### src/rtl/i2c_pkg.sv
// Constants and state encoding shared by the I2C target and fmc_i2c_controller.
package i2c_pkg;

  localparam logic [6:0] CLPD_ADDR = 7'b0111110;

  localparam logic ACK  = 1'b0;
  localparam logic NACK = 1'b1;

  typedef logic [3:0] state_t;

  localparam state_t ST_IDLE       = 4'd0;
  localparam state_t ST_ADDR       = 4'd1;
  localparam state_t ST_ADDR_ACK   = 4'd2;
  localparam state_t ST_PTR        = 4'd3;
  localparam state_t ST_PTR_ACK    = 4'd4;
  localparam state_t ST_WDATA      = 4'd5;
  localparam state_t ST_WDATA_ACK  = 4'd6;
  localparam state_t ST_RDATA      = 4'd7;
  localparam state_t ST_RDATA_MACK = 4'd8;
  localparam state_t ST_IGNORE     = 4'd9;

endpackage

### src/rtl/ff_filter.sv
// Glitch filter: output follows the input only after STAGES identical samples.
module ff_filter #(
  parameter int STAGES = 7
) (
  input  logic clk,
  input  logic rst_n,
  input  logic d,
  output logic q
);

  logic [STAGES-1:0] taps;

  // Shift in samples; change the output only on a unanimous history.
  always_ff @(posedge clk) begin
    if (!rst_n) begin
      taps <= {STAGES{1'b1}};
      q    <= 1'b1;
    end else begin
      taps <= {taps[STAGES-2:0], d};
      if (&taps) begin
        q <= 1'b1;
      end else if (~|taps) begin
        q <= 1'b0;
      end else begin
        q <= q;
      end
    end
  end

endmodule

### src/rtl/i2c_target_responder.sv
// I2C target with a 2-bit register pointer and four 8-bit registers; no clock stretching.
module i2c_target_responder
  import i2c_pkg::*;
#(
  parameter logic [6:0] TARGET_ADDR   = CLPD_ADDR,
  parameter int         FILTER_STAGES = 7,
  parameter logic [7:0] REG0_INIT     = 8'h00
) (
  input  logic       CLK,
  input  logic       RST_N,
  input  logic       SCL_I,
  input  logic       SDA_I,
  output logic       SDA_T,
  output logic [7:0] REG0_Q,
  output logic       WR_STROBE,
  output logic [1:0] WR_ADDR,
  output logic [7:0] WR_DATA,
  output logic       BUSY
);

  logic [1:0] scl_sync, sda_sync;
  logic       scl_f, sda_f, scl_d, sda_d;
  logic       scl_rise, scl_fall, start, stop;
  state_t     state;
  logic [3:0] bit_cnt;
  logic [7:0] shreg, rx_byte, data_at_ptr, data_at_inc;
  logic [1:0] ptr, ptr_inc;
  logic       rw, ack_drv, mack;
  logic [7:0] regs [4];

  // Pin synchronizers and previous-value registers for edge detection.
  always_ff @(posedge CLK) begin
    if (!RST_N) begin
      scl_sync <= 2'b11;
      sda_sync <= 2'b11;
      scl_d    <= 1'b1;
      sda_d    <= 1'b1;
    end else begin
      scl_sync <= {scl_sync[0], SCL_I};
      sda_sync <= {sda_sync[0], SDA_I};
      scl_d    <= scl_f;
      sda_d    <= sda_f;
    end
  end

  ff_filter #(.STAGES(FILTER_STAGES)) u_scl_filter (
    .clk(CLK), .rst_n(RST_N), .d(scl_sync[1]), .q(scl_f)
  );

  ff_filter #(.STAGES(FILTER_STAGES)) u_sda_filter (
    .clk(CLK), .rst_n(RST_N), .d(sda_sync[1]), .q(sda_f)
  );

  assign scl_rise    = scl_f & ~scl_d;
  assign scl_fall    = ~scl_f & scl_d;
  assign start       = scl_f & scl_d & sda_d & ~sda_f;
  assign stop        = scl_f & scl_d & ~sda_d & sda_f;
  assign rx_byte     = {shreg[6:0], sda_f};
  assign ptr_inc     = ptr + 2'd1;
  assign data_at_ptr = regs[ptr];
  assign data_at_inc = regs[ptr_inc];

  // Protocol FSM; START/STOP take priority over every state.
  always_ff @(posedge CLK) begin
    if (!RST_N) begin
      state     <= ST_IDLE;
      bit_cnt   <= 4'd0;
      shreg     <= 8'h00;
      ptr       <= 2'd0;
      rw        <= 1'b0;
      ack_drv   <= 1'b0;
      mack      <= NACK;
      regs[0]   <= REG0_INIT;
      regs[1]   <= 8'h00;
      regs[2]   <= 8'h00;
      regs[3]   <= 8'h00;
      REG0_Q    <= REG0_INIT;
      SDA_T     <= 1'b1;
      WR_STROBE <= 1'b0;
      WR_ADDR   <= 2'd0;
      WR_DATA   <= 8'h00;
      BUSY      <= 1'b0;
    end else begin
      WR_STROBE <= 1'b0;
      REG0_Q    <= regs[0];
      if (start) begin
        state   <= ST_ADDR;
        bit_cnt <= 4'd0;
        ack_drv <= 1'b0;
        SDA_T   <= 1'b1;
      end else if (stop) begin
        state   <= ST_IDLE;
        bit_cnt <= 4'd0;
        ack_drv <= 1'b0;
        SDA_T   <= 1'b1;
        BUSY    <= 1'b0;
      end else begin
        case (state)
          ST_ADDR, ST_PTR, ST_WDATA: begin
            if (scl_rise) begin
              shreg <= rx_byte;
              if (bit_cnt == 4'd7) begin
                bit_cnt <= 4'd0;
                ack_drv <= 1'b0;
                if (state == ST_ADDR) begin
                  if (rx_byte[7:1] == TARGET_ADDR) begin
                    state <= ST_ADDR_ACK;
                    rw    <= rx_byte[0];
                    BUSY  <= 1'b1;
                  end else begin
                    state <= ST_IGNORE;
                  end
                end else if (state == ST_PTR) begin
                  ptr   <= rx_byte[1:0];
                  state <= ST_PTR_ACK;
                end else begin
                  regs[ptr] <= rx_byte;
                  WR_STROBE <= 1'b1;
                  WR_ADDR   <= ptr;
                  WR_DATA   <= rx_byte;
                  ptr       <= ptr_inc;
                  state     <= ST_WDATA_ACK;
                end
              end else begin
                bit_cnt <= bit_cnt + 4'd1;
              end
            end
          end
          // First falling edge starts the ACK, the second ends it.
          ST_ADDR_ACK, ST_PTR_ACK, ST_WDATA_ACK: begin
            if (scl_fall) begin
              if (!ack_drv) begin
                SDA_T   <= ACK;
                ack_drv <= 1'b1;
              end else begin
                ack_drv <= 1'b0;
                bit_cnt <= 4'd0;
                if (state == ST_ADDR_ACK && rw) begin
                  SDA_T <= data_at_ptr[7];
                  shreg <= {data_at_ptr[6:0], 1'b1};
                  state <= ST_RDATA;
                end else begin
                  SDA_T <= 1'b1;
                  state <= (state == ST_ADDR_ACK) ? ST_PTR : ST_WDATA;
                end
              end
            end
          end
          ST_RDATA: begin
            if (scl_rise) begin
              bit_cnt <= bit_cnt + 4'd1;
            end else if (scl_fall) begin
              if (bit_cnt == 4'd8) begin
                SDA_T   <= 1'b1;
                bit_cnt <= 4'd0;
                state   <= ST_RDATA_MACK;
              end else begin
                SDA_T <= shreg[7];
                shreg <= {shreg[6:0], 1'b1};
              end
            end
          end
          ST_RDATA_MACK: begin
            if (scl_rise) begin
              mack <= sda_f;
            end else if (scl_fall) begin
              if (mack == ACK) begin
                ptr     <= ptr_inc;
                SDA_T   <= data_at_inc[7];
                shreg   <= {data_at_inc[6:0], 1'b1};
                bit_cnt <= 4'd0;
                state   <= ST_RDATA;
              end else begin
                SDA_T <= 1'b1;
                state <= ST_IGNORE;
              end
            end
          end
          ST_IDLE, ST_IGNORE: begin
            SDA_T <= 1'b1;
          end
          default: begin
            SDA_T <= 1'b1;
            state <= ST_IDLE;
          end
        endcase
      end
    end
  end

endmodule

### config.mk
export PLATFORM = sky130hd
export DESIGN_NAME = i2c_target_responder
export DESIGN_NICKNAME = d
export VERILOG_FILES = /design/src/rtl/i2c_pkg.sv /design/src/rtl/ff_filter.sv /design/src/rtl/i2c_target_responder.sv
export SDC_FILE = /design/constraint.sdc
export NUM_CORES = 1
export LEC_CHECK = 0
export ABC_AREA = 1
export CELL_PAD_IN_SITES_DETAIL_PLACEMENT = 1
export CELL_PAD_IN_SITES_GLOBAL_PLACEMENT = 1
export CORE_MARGIN = 2
export CORE_UTILIZATION = 40
export DETAILED_ROUTE_END_ITERATION = 10
export PLACE_DENSITY = 0.8
export SKIP_CTS_REPAIR_TIMING = 1
export SLEW_MARGIN = 5
export SYNTH_ARGS = -nofsm -noshare
export SYNTH_HDL_FRONTEND = slang
export SYNTH_SLANG_ARGS = --single-unit
### constraint.sdc
create_clock -name CLK -period 3 [get_ports CLK]
set_input_delay 0.45 -clock CLK [delete_from_list [all_inputs] [get_ports CLK]]
set_output_delay 0.45 -clock CLK [all_outputs]
set_load 0.02 [all_outputs]
### Word level (Yosys, flattened, before mapping)

Memory sizes are Yosys's and may differ from the RTL's. A register that Yosys moved wholly into a read port is not among the register bits.
Index checks and enable logic that the tools add are counted.

* bits of input ports: 4
* memory bits (writable): 32
* memories: 1
* output and inout bits: 21
* bits in registers: 56
* word-level logic and storage cells: 196

Memory list
* regs: words 4, bits a word 8, rd ports 3, clocked after memory_dff 2, wr ports 4, RTL line i2c_target_responder.sv:29 `logic [7:0] regs [4];`

* muxes and demuxes: 84
* reductions and logical operators: 33
* eq/ne operators: 37
* bitwise logic cells: 18
* add/sub/neg operators: 2

Operators by type and width (count)
* $mux W4: 22
* $mux W8: 11
* $ne A4 B4 Y1 const B: 9
* $mux W1: 32
* $pmux W8 S4: 1
* $reduce_and A7 Y1: 4
* $ne A2 B2 Y1 const B: 13
* $mux W2: 11
* $eq A4 B3 Y1 const B: 5
* $pmux W4 S5: 1
* $reduce_and A10 Y1: 2
* $reduce_and A9 Y1: 2
* $pmux W4 S4: 1
* $reduce_bool A2 Y1: 7
* $reduce_or A7 Y1: 2
* $reduce_and A13 Y1: 1
* $eq A4 B4 Y1 const B: 3
* $reduce_and A6 Y1: 2
* $not A1 Y1: 11
* $ne A3 B3 Y1 const B: 3
* $reduce_or A3 Y1: 3
* $eq A4 B2 Y1 const B: 2
* $reduce_and A4 Y1: 2
* $reduce_or A8 Y1: 1
* other kinds (14): 23

### Depth between registers and ports, before layout

Gate-level depths: netlist (run 1).

* depth in word-level cells: 12
* depth in mapped cells: 13

### By module

From an unflattened synthesis (run 1), not the netlist that was laid out.

* cell total of the unflattened synthesis: 639
* area total of the unflattened synthesis: 4848.4 µm²

Modules (own cells, without submodules)
* i2c_target_responder: sequential area each 1961.9 µm², cells each 579, times used 1, area an instance 4322.9 µm²
* ff_filter: sequential area each 160.2 µm², cells each 30, times used 2, area an instance 262.8 µm²

### Worst setup path before layout (run 1)

Ideal clock, no wire load.

* kind: reg-to-reg
* from: reg ptr[1]
* to: mem regs[2][0], enable pin
* arrival: 1.759 ns
* clock period less this slack: 2.144 ns
* stages on the path, launching flop included: 5
* required time: 2.616 ns
* slack: 0.856 ns
* path buffers: 2
* cells stage by stage: dfxtp_1 -> clkbuf_1 -> buf_1 -> nand2_1 -> o21ai_0

RTL lines
* from (decl): RTL line i2c_target_responder.sv:27 `logic [1:0] ptr, ptr_inc;`
* from (signal assigned): RTL line i2c_target_responder.sv:114 `ptr <= rx_byte[1:0];`
* from (signal assigned): RTL line i2c_target_responder.sv:121 `ptr <= ptr_inc;`
* from (signal assigned): RTL line i2c_target_responder.sv:168 `ptr <= ptr_inc;`
* to (decl): RTL line i2c_target_responder.sv:29

### Worst setup path after layout (run 1)

* from: reg bit_cnt[1]
* to: reg WR_DATA[1]

* word-level cells in the longest chain between the ends: 2

Ends and longest elaborated chain
* from (decl): RTL line i2c_target_responder.sv:25 `logic [3:0] bit_cnt;`
* from (signal assigned): RTL line i2c_target_responder.sv:125 `bit_cnt <= bit_cnt + 4'd1;`
* from (signal assigned): RTL line i2c_target_responder.sv:151 `bit_cnt <= bit_cnt + 4'd1;`
* $eq A4 B3 Y1: RTL line i2c_target_responder.sv:102 `if (bit_cnt == 4'd7) begin`
* $reduce_and A7 Y1 (no source line)
* to (signal assigned): RTL line i2c_target_responder.sv:120 `WR_DATA <= rx_byte;`
* to (decl): RTL line i2c_target_responder.sv:17 `output logic [7:0] WR_DATA,`

No other way between the ends.
A chain may end at the register's enable or synchronous reset.

==> reports/metrics.yaml, run 1 <==
min_path:
  min_path_cells: 1
  hold_path_class: "register to register"
timing:
  post-route-min-period_ns: 2.33
  hold_violations: 0
  rsz0062_at_grt: "no"
  slew_headroom_pct: 42.5
  fmax_mhz: 430
  finalCritPeriodShare_pct: 77.6
  fin_ws_ns: 0.672
  tightest_slew_ns: 0.860
  tns_ns: 0
  setup_viol: 0
  slew_viol_final: 0
  fin_skew_ns: 0.00812
clocking:
  cts.sinks: 98
  clk_latency_ns: 0.35
  root_buffer: "clkbuf_16"
  clockBufferDepth: 2
  cts_buffers: 9
  clk_pin_slew_ns: 0.07
  htree_levels: 3
  cts_tree: "yes"
die:
  die_w_um: 112
  core_area_um2: 11400
  dieArea_um2: 12400
  dieHeight_um: 112
  initial_utilization_pct: 40.7
  fp-row-count: 39
  ioPinCount: 25
final_layout:
  final_cell_mix: "129 x nand2_1, 92 x inv_1, 85 x nor2_1"
  final_common_cell: "nand2_1"
  multi_input_area_um2: 1890
  fill_cells: 1465
  post-route-cell-area_um2: 5380
  final_nets: 656
  ff_latch_area_um2: 2280
  n_antenna_cell: 0
  fin_cells: 795
  syn2layout_area_growth_pct: 16.2
  drive_gt1_share_pct: 8.90
setup_path:
  critPathRequiredTime_ns: 3.24
  reg2reg_depth: 7
  critPathMaxFanout: 20
  worst_ep_arrival_time_ns: 2.57
  critPathKind: "register to register"
  critPathLaunchType: "register"
  end_kind: "register"
route:
  drt-wirelength-per-cell_um: 16.9
  routed_wl_um: 13500
  drc_errors: 0
  avgViaCountPerCell: 5.34
  drtPass1Iterations: 4
  vias: 4246
  drt_iter0_drc: 229
  ant_nets: 0
grt:
  grt_pass1_vias: 4366
  grt_pass1_wl_um: 22200
  grt.overflow.total: 0
  grt_max_degree: 36
  grt_antenna_before_repair: 0
  grt.total_usage_pct: 22.7
place:
  dpl_cell_area_um2: 5080
  place_congestion: 0.908
  dp_cells: 779
  dp_worst_setup_slack_ns: 0.688
  port-buffer-count: 24
  dp_hpwl_um: 9610
yosys:
  synth.cell_area_um2: 4630
  synth.avg_cell_area_um2: 7.51
  syn-instance-count: 616
  ys.warnings.count: 0
  synth-seq-cells: 98
  syn_nets: 625
  synthDistinctLibCells: 32
  ys_seq_area_share_pct: 49.3
pwr:
  peakVddDrop_uv: 297
  p_leak_nw: 2.42
  power_density_nw_per_um2: 855
outcome:
  status: "finished clean"
flow_run:
  cap_violations: 0
==> path summary, 6_finish.rpt <==
kind / from / endpoint / slack (ns)
worst max register to register: bit_cnt[1]$_SDFFE_PP0P_ / WR_DATA[1]$_SDFFE_PN0P_ / 0.67
worst min register to register: scl_sync[0]$_SDFF_PN1_ / scl_sync[1]$_SDFF_PN1_ / 0.41
worst max-delay path: bit_cnt[1]$_SDFFE_PP0P_ / WR_DATA[1]$_SDFFE_PN0P_ / 0.67
worst min-delay path: scl_sync[0]$_SDFF_PN1_ / scl_sync[1]$_SDFF_PN1_ / 0.41
==> Yosys cell counts, drive strengths merged <==
| master | count | area, um^2 |
|---|---|---|
| nand3 | 46 | 243 |
| nor3 | 3 | 15.0 |
| a21o | 1 | 7.51 |
| nand4 | 11 | 68.8 |
| o211ai | 1 | 7.51 |
| ha | 5 | 62.6 |
| buf | 5 | 30.0 |
| nor4 | 2 | 12.5 |
| nor2 | 92 | 368 |
| o41ai | 2 | 17.5 |
| clkinv | 1 | 3.75 |
| a211oi | 10 | 75.1 |
| o21ai | 57 | 285 |
| or2 | 11 | 68.8 |
| a21oi | 27 | 146 |
| dfxtp | 66 | 1320 |
| nand2 | 131 | 502 |
| edfxtp | 32 | 961 |
| clkbuf | 16 | 60.1 |
| a31oi | 1 | 6.26 |
| inv | 95 | 357 |
| o31ai | 1 | 7.51 |
==> worst max-delay path, cell delays in order, from the launching register on <==
cell and delay, ns:
dfxtp_1 0.41, ha_1 0.19, nand2_1 0.07, nor2_1 0.18, nand2_1 0.12, inv_1 0.09
nand4_1 0.67, a211oi_1 0.49
==> state kept, by name (all words and copies together) (netlist names), named ones only <==
name               cells
BUSY                   1
REG0_Q                 8
SDA_T                  1
WR_ADDR                2
WR_DATA                8
WR_STROBE              1
ack_drv                1
bit_cnt                4
mack                   1
ptr                    2
regs                  32
rw                     1
scl_d                  1
scl_sync               2
sda_d                  1
sda_sync               2
shreg                  8
state                  4
u_scl_filter.q         1
u_scl_filter.taps      7
u_sda_filter.q         1
u_sda_filter.taps      7
==> area by class of cell <==
cell class                 instances  area share, %
sequential                        98           42.4
multi-input combinational        401           35.2
timing repair buffer              41           6.84
inverter                          96           6.70
clock buffer                       9           4.19
tap                              143           3.33
clock inverter                     7           1.28
==> kinds of logic (layout without fill, tap and decap cells) <==
| group | count (synthesis) | count (layout) | share of synthesized area [%] |
|---|---|---|---|
| adder cells (fa/ha/maj) | 5 | 5 | 1.35 |
| AND/OR/NAND/NOR | 296 | 296 | 27.6 |
| flip-flops | 98 | 98 | 49.3 |
| AO/OA/AOI/OAI | 100 | 100 | 12.0 |
| buffers and inverters | 117 | 153 | 9.74 |
==> routing by layer <==
layer / vias to the layer above / global-route usage (%) / share of wire [%]
met5: - / 0 / 0
met4: 0 / 8.56 / 2.1
met3: 25 / 3.59 / 3.9
met2: 92 / 38.5 / 48
met1: 2081 / 29.2 / 46
li1: 2048 / - / -
==> per-stage QoR <==
stage               total power [mW]  util [%]  hold slack [ns]
finish                          4.60      47.3            0.414
global placement                3.38      44.7            0.397
global route                    4.93      47.3            0.436
floorplan                       2.87         -            0.393
CTS                             4.61      47.3            0.419
detailed placement              3.45      44.7            0.400
==> power breakdown <==
group / internal [mW] / switching, mW
Combinational: 0.545 / 1.21
Clock: 0.590 / 0.563
Sequential: 1.51 / 0.176
(Power assumes the default switching activity.)
==> inputs of run 2 (changes only) <==
- clock period: 3 -> 2.2 ns (I/O delays scaled with it)
==> reports/metrics.yaml, run 2 (synthesized netlist as in run 1, its figures left out) <==
outcome:
  status: "finished clean"  # unchanged
timing:
  finalCritPeriodShare_pct: 92.0  # was 77.6%
  fin_skew_ns: 0.0109  # was 0.00812 ns
  hold_violations: 0  # unchanged
  setup_viol: 0  # unchanged
  slew_viol_final: 0  # unchanged
  rsz0062_at_grt: "no"  # unchanged
  worst_hold_slack_ns: 0.414  # about the same
  slew_headroom_pct: 59.2  # was 42.5%
  post-route-min-period_ns: 2.02  # was 2.33 ns
  tightest_slew_ns: 0.611  # was 0.860 ns
  fmax_mhz: 494  # was 430 MHz
pwr:
  internal_power_mw: 3.61  # was 2.64 mW
  seq_power_share_pct: 36.3  # was 36.6%
  power_density_nw_per_um2: 1150  # was 855 nW/um^2
  p_sw_mw: 2.63  # was 1.95 mW
  swShare_pct: 42.1  # was 42.5%
  p_leak_nw: 2.45  # was 2.42 nW
  peakVddDrop_uv: 796  # was 297 uV
  p_clk_share_pct: 25.0  # was 25.1%
  p_comb_share_pct: 38.7  # was 38.3%
place:
  place_congestion: 0.844  # was 0.908
  port-buffer-count: 24  # unchanged
  dp_hpwl_um: 10100  # was 9610 um
clocking:
  clk_latency_ns: 0.36  # was 0.35 ns
  cts_buffers: 9  # unchanged
  htree_levels: 3  # unchanged
  clockBufferDepth: 2  # unchanged
  cts.sinks: 98  # unchanged
  clk_pin_slew_ns: 0.07  # about the same
  cts_tree: "yes"  # unchanged
  root_buffer: "clkbuf_16"  # unchanged
setup_path:
  critPathLaunchType: "register"  # unchanged
  worst_ep_arrival_time_ns: 2.09  # was 2.57 ns
  end_kind: "register"  # unchanged
  critPathRequiredTime_ns: 2.27  # was 3.24 ns
  critPathKind: "register to register"  # unchanged
  critPathMaxFanout: 8  # was 20
final_layout:
  final_cell_mix: "129 x nand2_1, 92 x inv_1, 84 x nor2_1"  # was 129 x nand2_1, 92 x inv_1, 85 x nor2_1
  syn2layout_area_growth_pct: 17.6  # was 16.2%
  fill_cells: 1431  # was 1465
  utilization_pct: 47.8  # was 47.3%
  n_antenna_cell: 0  # unchanged
  final_common_cell: "nand2_1"  # unchanged
  largest-register: "regs"  # unchanged
  largest_reg_flops: 32  # unchanged
  drive_gt1_share_pct: 10.2  # was 8.90%
  final_nets: 663  # was 656
die:
  dieArea_um2: 12400  # unchanged
  core_area_um2: 11400  # unchanged
  ioPinCount: 25  # unchanged
  die_w_um: 112  # unchanged
  fp-row-count: 39  # unchanged
  initial_utilization_pct: 40.7  # unchanged
  dieHeight_um: 112  # unchanged
flow_run:
  cap_violations: 0  # unchanged
route:
  drt-wirelength-per-cell_um: 16.7  # was 16.9 um
  drc_errors: 0  # unchanged
  routed_wl_um: 13400  # was 13500 um
  vias: 4256  # was 4246
  drt_iter0_drc: 290  # was 229
  drtPass1Iterations: 5  # was 4
  ant_nets: 0  # unchanged
  avgViaCountPerCell: 5.31  # was 5.34
grt:
  grt_pass1_vias: 4625  # was 4366
  grt.total_usage_pct: 23.1  # was 22.7%
  grt_max_degree: 22  # was 36
  grt_pass1_wl_um: 22800  # was 22200 um
  grt_antenna_before_repair: 0  # unchanged
  grt.overflow.total: 0  # unchanged
min_path:
  hold_path_class: "register to register"  # unchanged
-- run 2: changes by cell type in the layout (fill, tap and decap cells not counted), sizes merged --
cell / change
inv: -1
clkinvlp: +1
buf: +7
-- run 2: power by group through the flow --
stage,sequential [mW],clock [mW],combinational [mW]
finish,2.26,1.56,2.41
global route,2.29,1.66,2.75
CTS,2.26,1.59,2.40
detailed placement,2.30,0,2.38
global placement,2.29,0,2.28
floorplan,2.23,0,1.68
-- run 2: final timing paths --
kind | from | to | slack (ns) | depth (start not counted)
min reg2reg | scl_sync[0]$_SDFF_PN1_ | scl_sync[1]$_SDFF_PN1_ | 0.41 | 1
max | bit_cnt[1]$_SDFFE_PP0P_ | regs[0][0]$_SDFFCE_PN0P_ | 0.18 | 8
max reg2reg | bit_cnt[1]$_SDFFE_PP0P_ | regs[0][0]$_SDFFCE_PN0P_ | 0.18 | 8
min | scl_sync[0]$_SDFF_PN1_ | scl_sync[1]$_SDFF_PN1_ | 0.41 | 1
-- run 2: area by class of cell --
cell class / count / area, um^2 / area share, %
flip-flops and latches: 98 / 2280 / 42.0
multi-input cells: 401 / 1900 / 35.0
repair buffers: 48 / 420 / 7.73
inverters: 96 / 360 / 6.63
clock buffers: 9 / 225 / 4.14
well taps: 143 / 179 / 3.29
clock inverters: 7 / 70.1 / 1.29
-- run 2: per-layer routing --
metal / vias to the layer above / part of all wire [%] / wire, um / track usage, %
met5: - / 0 / 0 / 0
met4: 0 / 3.1 / 414 / 9.30
met3: 33 / 4.4 / 590 / 5.44
met2: 111 / 49 / 6520 / 39.9
met1: 2054 / 44 / 5900 / 27.8
li1: 2058 / - / - / -
-- run 2: worst max-delay path, cell delays in order (launching register included) --
cell and delay, ns:
dfxtp_1 0.34, ha_1 0.17, nand2_1 0.08, nor2_2 0.14, nand2_1 0.13, nor3_2 0.24, inv_1 0.17, o21ai_0 0.24
buf_4 0.22
-- run 2: stage by stage --
| stage | cell area, um^2 | power (mW) | setup TNS, ns | instances | worst slack (ns) |
|---|---|---|---|---|---|
| final | 5440 | 6.24 | 0 | 802 | 0.177 |
| after global routing | 5440 | 6.69 | 0 | 802 | 0.00853 |
| after CTS | 5430 | 6.25 | -0.177 | 802 | -0.0284 |
| after detailed placement | 5130 | 4.68 | -0.00411 | 786 | -0.000736 |
| after global placement | 5130 | 4.58 | 0 | 786 | 0.109 |
| after floorplan | 4630 | 3.91 | 0 | 616 | 0.0565 |
==> inputs of run 3 (changes only) <==
- CORE_UTILIZATION: 40 -> 44
- PLACE_DENSITY: 0.8 -> 0.86
==> reports/metrics.yaml, run 3 (synthesized netlist as in run 1, its figures left out) <==
timing:
  tns_ns: 0  # unchanged
  setup_viol: 0  # unchanged
  fmax_mhz: 504  # was 494 MHz
  slew_viol_final: 0  # unchanged
  rsz0062_at_grt: "no"  # unchanged
  post-route-min-period_ns: 1.98  # was 2.02 ns
  fin_skew_ns: 0.00987  # was 0.0109 ns
  worst_hold_slack_ns: 0.421  # was 0.414 ns
  tightest_slew_ns: 0.616  # was 0.611 ns
  slew_headroom_pct: 58.9  # was 59.2%
  hold_violations: 0  # unchanged
  finalCritPeriodShare_pct: 90.1  # was 92.0%
grt:
  grt.total_usage_pct: 23.5  # was 23.1%
  grt_pass1_vias: 4262  # was 4625
  grt-busiest-layer: "met2"  # unchanged
  use_met1_pct: 26.8  # was 27.8%
  grt_pass1_wl_um: 20700  # was 22800 um
  grt_util_met2_pct: 43.5  # was 39.9%
  grt_antenna_before_repair: 0  # unchanged
  use_met3_pct: 3.37  # was 5.44%
  grt.overflow.total: 0  # unchanged
  grt_max_degree: 22  # unchanged
outcome:
  status: "finished clean"  # unchanged
clocking:
  cts.sinks: 98  # unchanged
  clk_pin_slew_ns: 0.09  # was 0.07 ns
  root_buffer: "clkbuf_8"  # was clkbuf_16
  cts_buffers: 9  # unchanged
  clk_latency_ns: 0.38  # was 0.36 ns
  htree_levels: 3  # unchanged
  clockBufferDepth: 2  # unchanged
  cts_tree: "yes"  # unchanged
die:
  initial_utilization_pct: 45.0  # was 40.7%
  dieHeight_um: 107  # was 112 um
  core_area_um2: 10300  # was 11400 um^2
  ioPinCount: 25  # unchanged
  fp-row-count: 37  # was 39
  die_w_um: 107  # was 112 um
  dieArea_um2: 11300  # was 12400 um^2
pwr:
  peakVddDrop_uv: 530  # was 796 uV
  power_density_nw_per_um2: 1090  # was 1150 nW/um^2
  finalPower_mw: 5.72  # was 6.24 mW
  p_leak_nw: 2.36  # was 2.45 nW
route:
  drt-wirelength-per-cell_um: 16.4  # was 16.7 um
  drt_iter0_drc: 220  # was 290
  routed_wl_um: 12900  # was 13400 um
  drtPass1Iterations: 4  # was 5
  avgViaCountPerCell: 5.29  # was 5.31
  ant_nets: 0  # unchanged
  drc_errors: 0  # unchanged
  vias: 4175  # was 4256
place:
  port-buffer-count: 24  # unchanged
  place_congestion: 0.902  # was 0.844
  dp_cells: 772  # was 786
  dp_hpwl_um: 9660  # was 10100 um
setup_path:
  crit_chain: "inv_1, nor2_2, nand2_1, nor3_2, inv_2, o21ai_0, buf_4"  # was ha_1, nand2_1, nor2_2, nand2_1, nor3_2, inv_1, o21ai_0, buf_4
  cp_slowest_cell: "dfxtp_1"  # unchanged
  critPathKind: "register to register"  # unchanged
  cp_num_buf_inv: 3  # was 2
  critPathRequiredTime_ns: 2.29  # was 2.27 ns
  critPathLaunchType: "register"  # unchanged
  end_kind: "register"  # unchanged
  cpLargestDelayFamily: "simple AND/OR/NAND/NOR gates"  # unchanged
  worst_path_largest_cell_delay_ns: 0.43  # was 0.34 ns
  critPathMaxFanout: 8  # unchanged
  worst_ep_arrival_time_ns: 2.07  # was 2.09 ns
flow_run:
  cap_violations: 0  # unchanged
final_layout:
  syn2layout_area_growth_pct: 13.7  # was 17.6%
  final_common_cell: "nand2_1"  # unchanged
  fill_cells: 1299  # was 1431
  ff_latch_area_um2: 2280  # unchanged
  n_antenna_cell: 0  # unchanged
  largest_reg_flops: 32  # unchanged
  final_cell_mix: "129 x nand2_1, 91 x inv_1, 84 x nor2_1"  # was 129 x nand2_1, 92 x inv_1, 84 x nor2_1
  multi_input_area_um2: 1910  # was 1900 um^2
  fin_cells: 789  # was 802
  final_nets: 657  # was 663
  largest-register: "regs"  # unchanged
  drive_gt1_share_pct: 9.34  # was 10.2%
min_path:
  hold_path_class: "register to register"  # unchanged
## run 3: area by class of cell
cell class              instances  area share [%]
flip-flops and latches         98            43.4
multi-input cells             402            36.3
repair buffers                 41            7.00
inverters                      96            6.85
well taps                     136            3.24
clock buffers                  10            2.43
clock inverters                 6           0.809
## run 3: report_power, final
group          switching, mW  leakage (nW)  internal, mW  total [mW]
clock network          0.653        0.0879         0.416        1.07
logic                   1.62          1.43         0.720        2.34
registers              0.249         0.842          2.06        2.31
## run 3: stage by stage
stage	utilization, %	instance area, um^2	worst slack [ns]
finish	51.2	5260	0.218
global route	51.2	5260	0.0616
CTS	51.0	5240	0.163
detailed placement	49.4	5070	0.186
global placement	49.4	5070	0.317
floorplan	-	4630	0.0565
## run 3: path summary, 6_finish.rpt
kind / depth (start not counted) / start / slack, ns / end
max: 7 / state[0]$_SDFFE_PN0P_ / 0.22 / regs[3][7]$_DFFE_PP_
max reg2reg: 7 / state[0]$_SDFFE_PN0P_ / 0.22 / regs[3][7]$_DFFE_PP_
min: 1 / sda_sync[0]$_SDFF_PN1_ / 0.42 / sda_sync[1]$_SDFF_PN1_
min reg2reg: 1 / sda_sync[0]$_SDFF_PN1_ / 0.42 / sda_sync[1]$_SDFF_PN1_
## run 3: layer usage
layer	wire [um]	up-vias	share of wire [%]
met1	5420	2030	42
met3	448	25	3.5
met2	6690	84	52
li1	-	2036	-
met4	367	0	2.8
met5	0	-	0
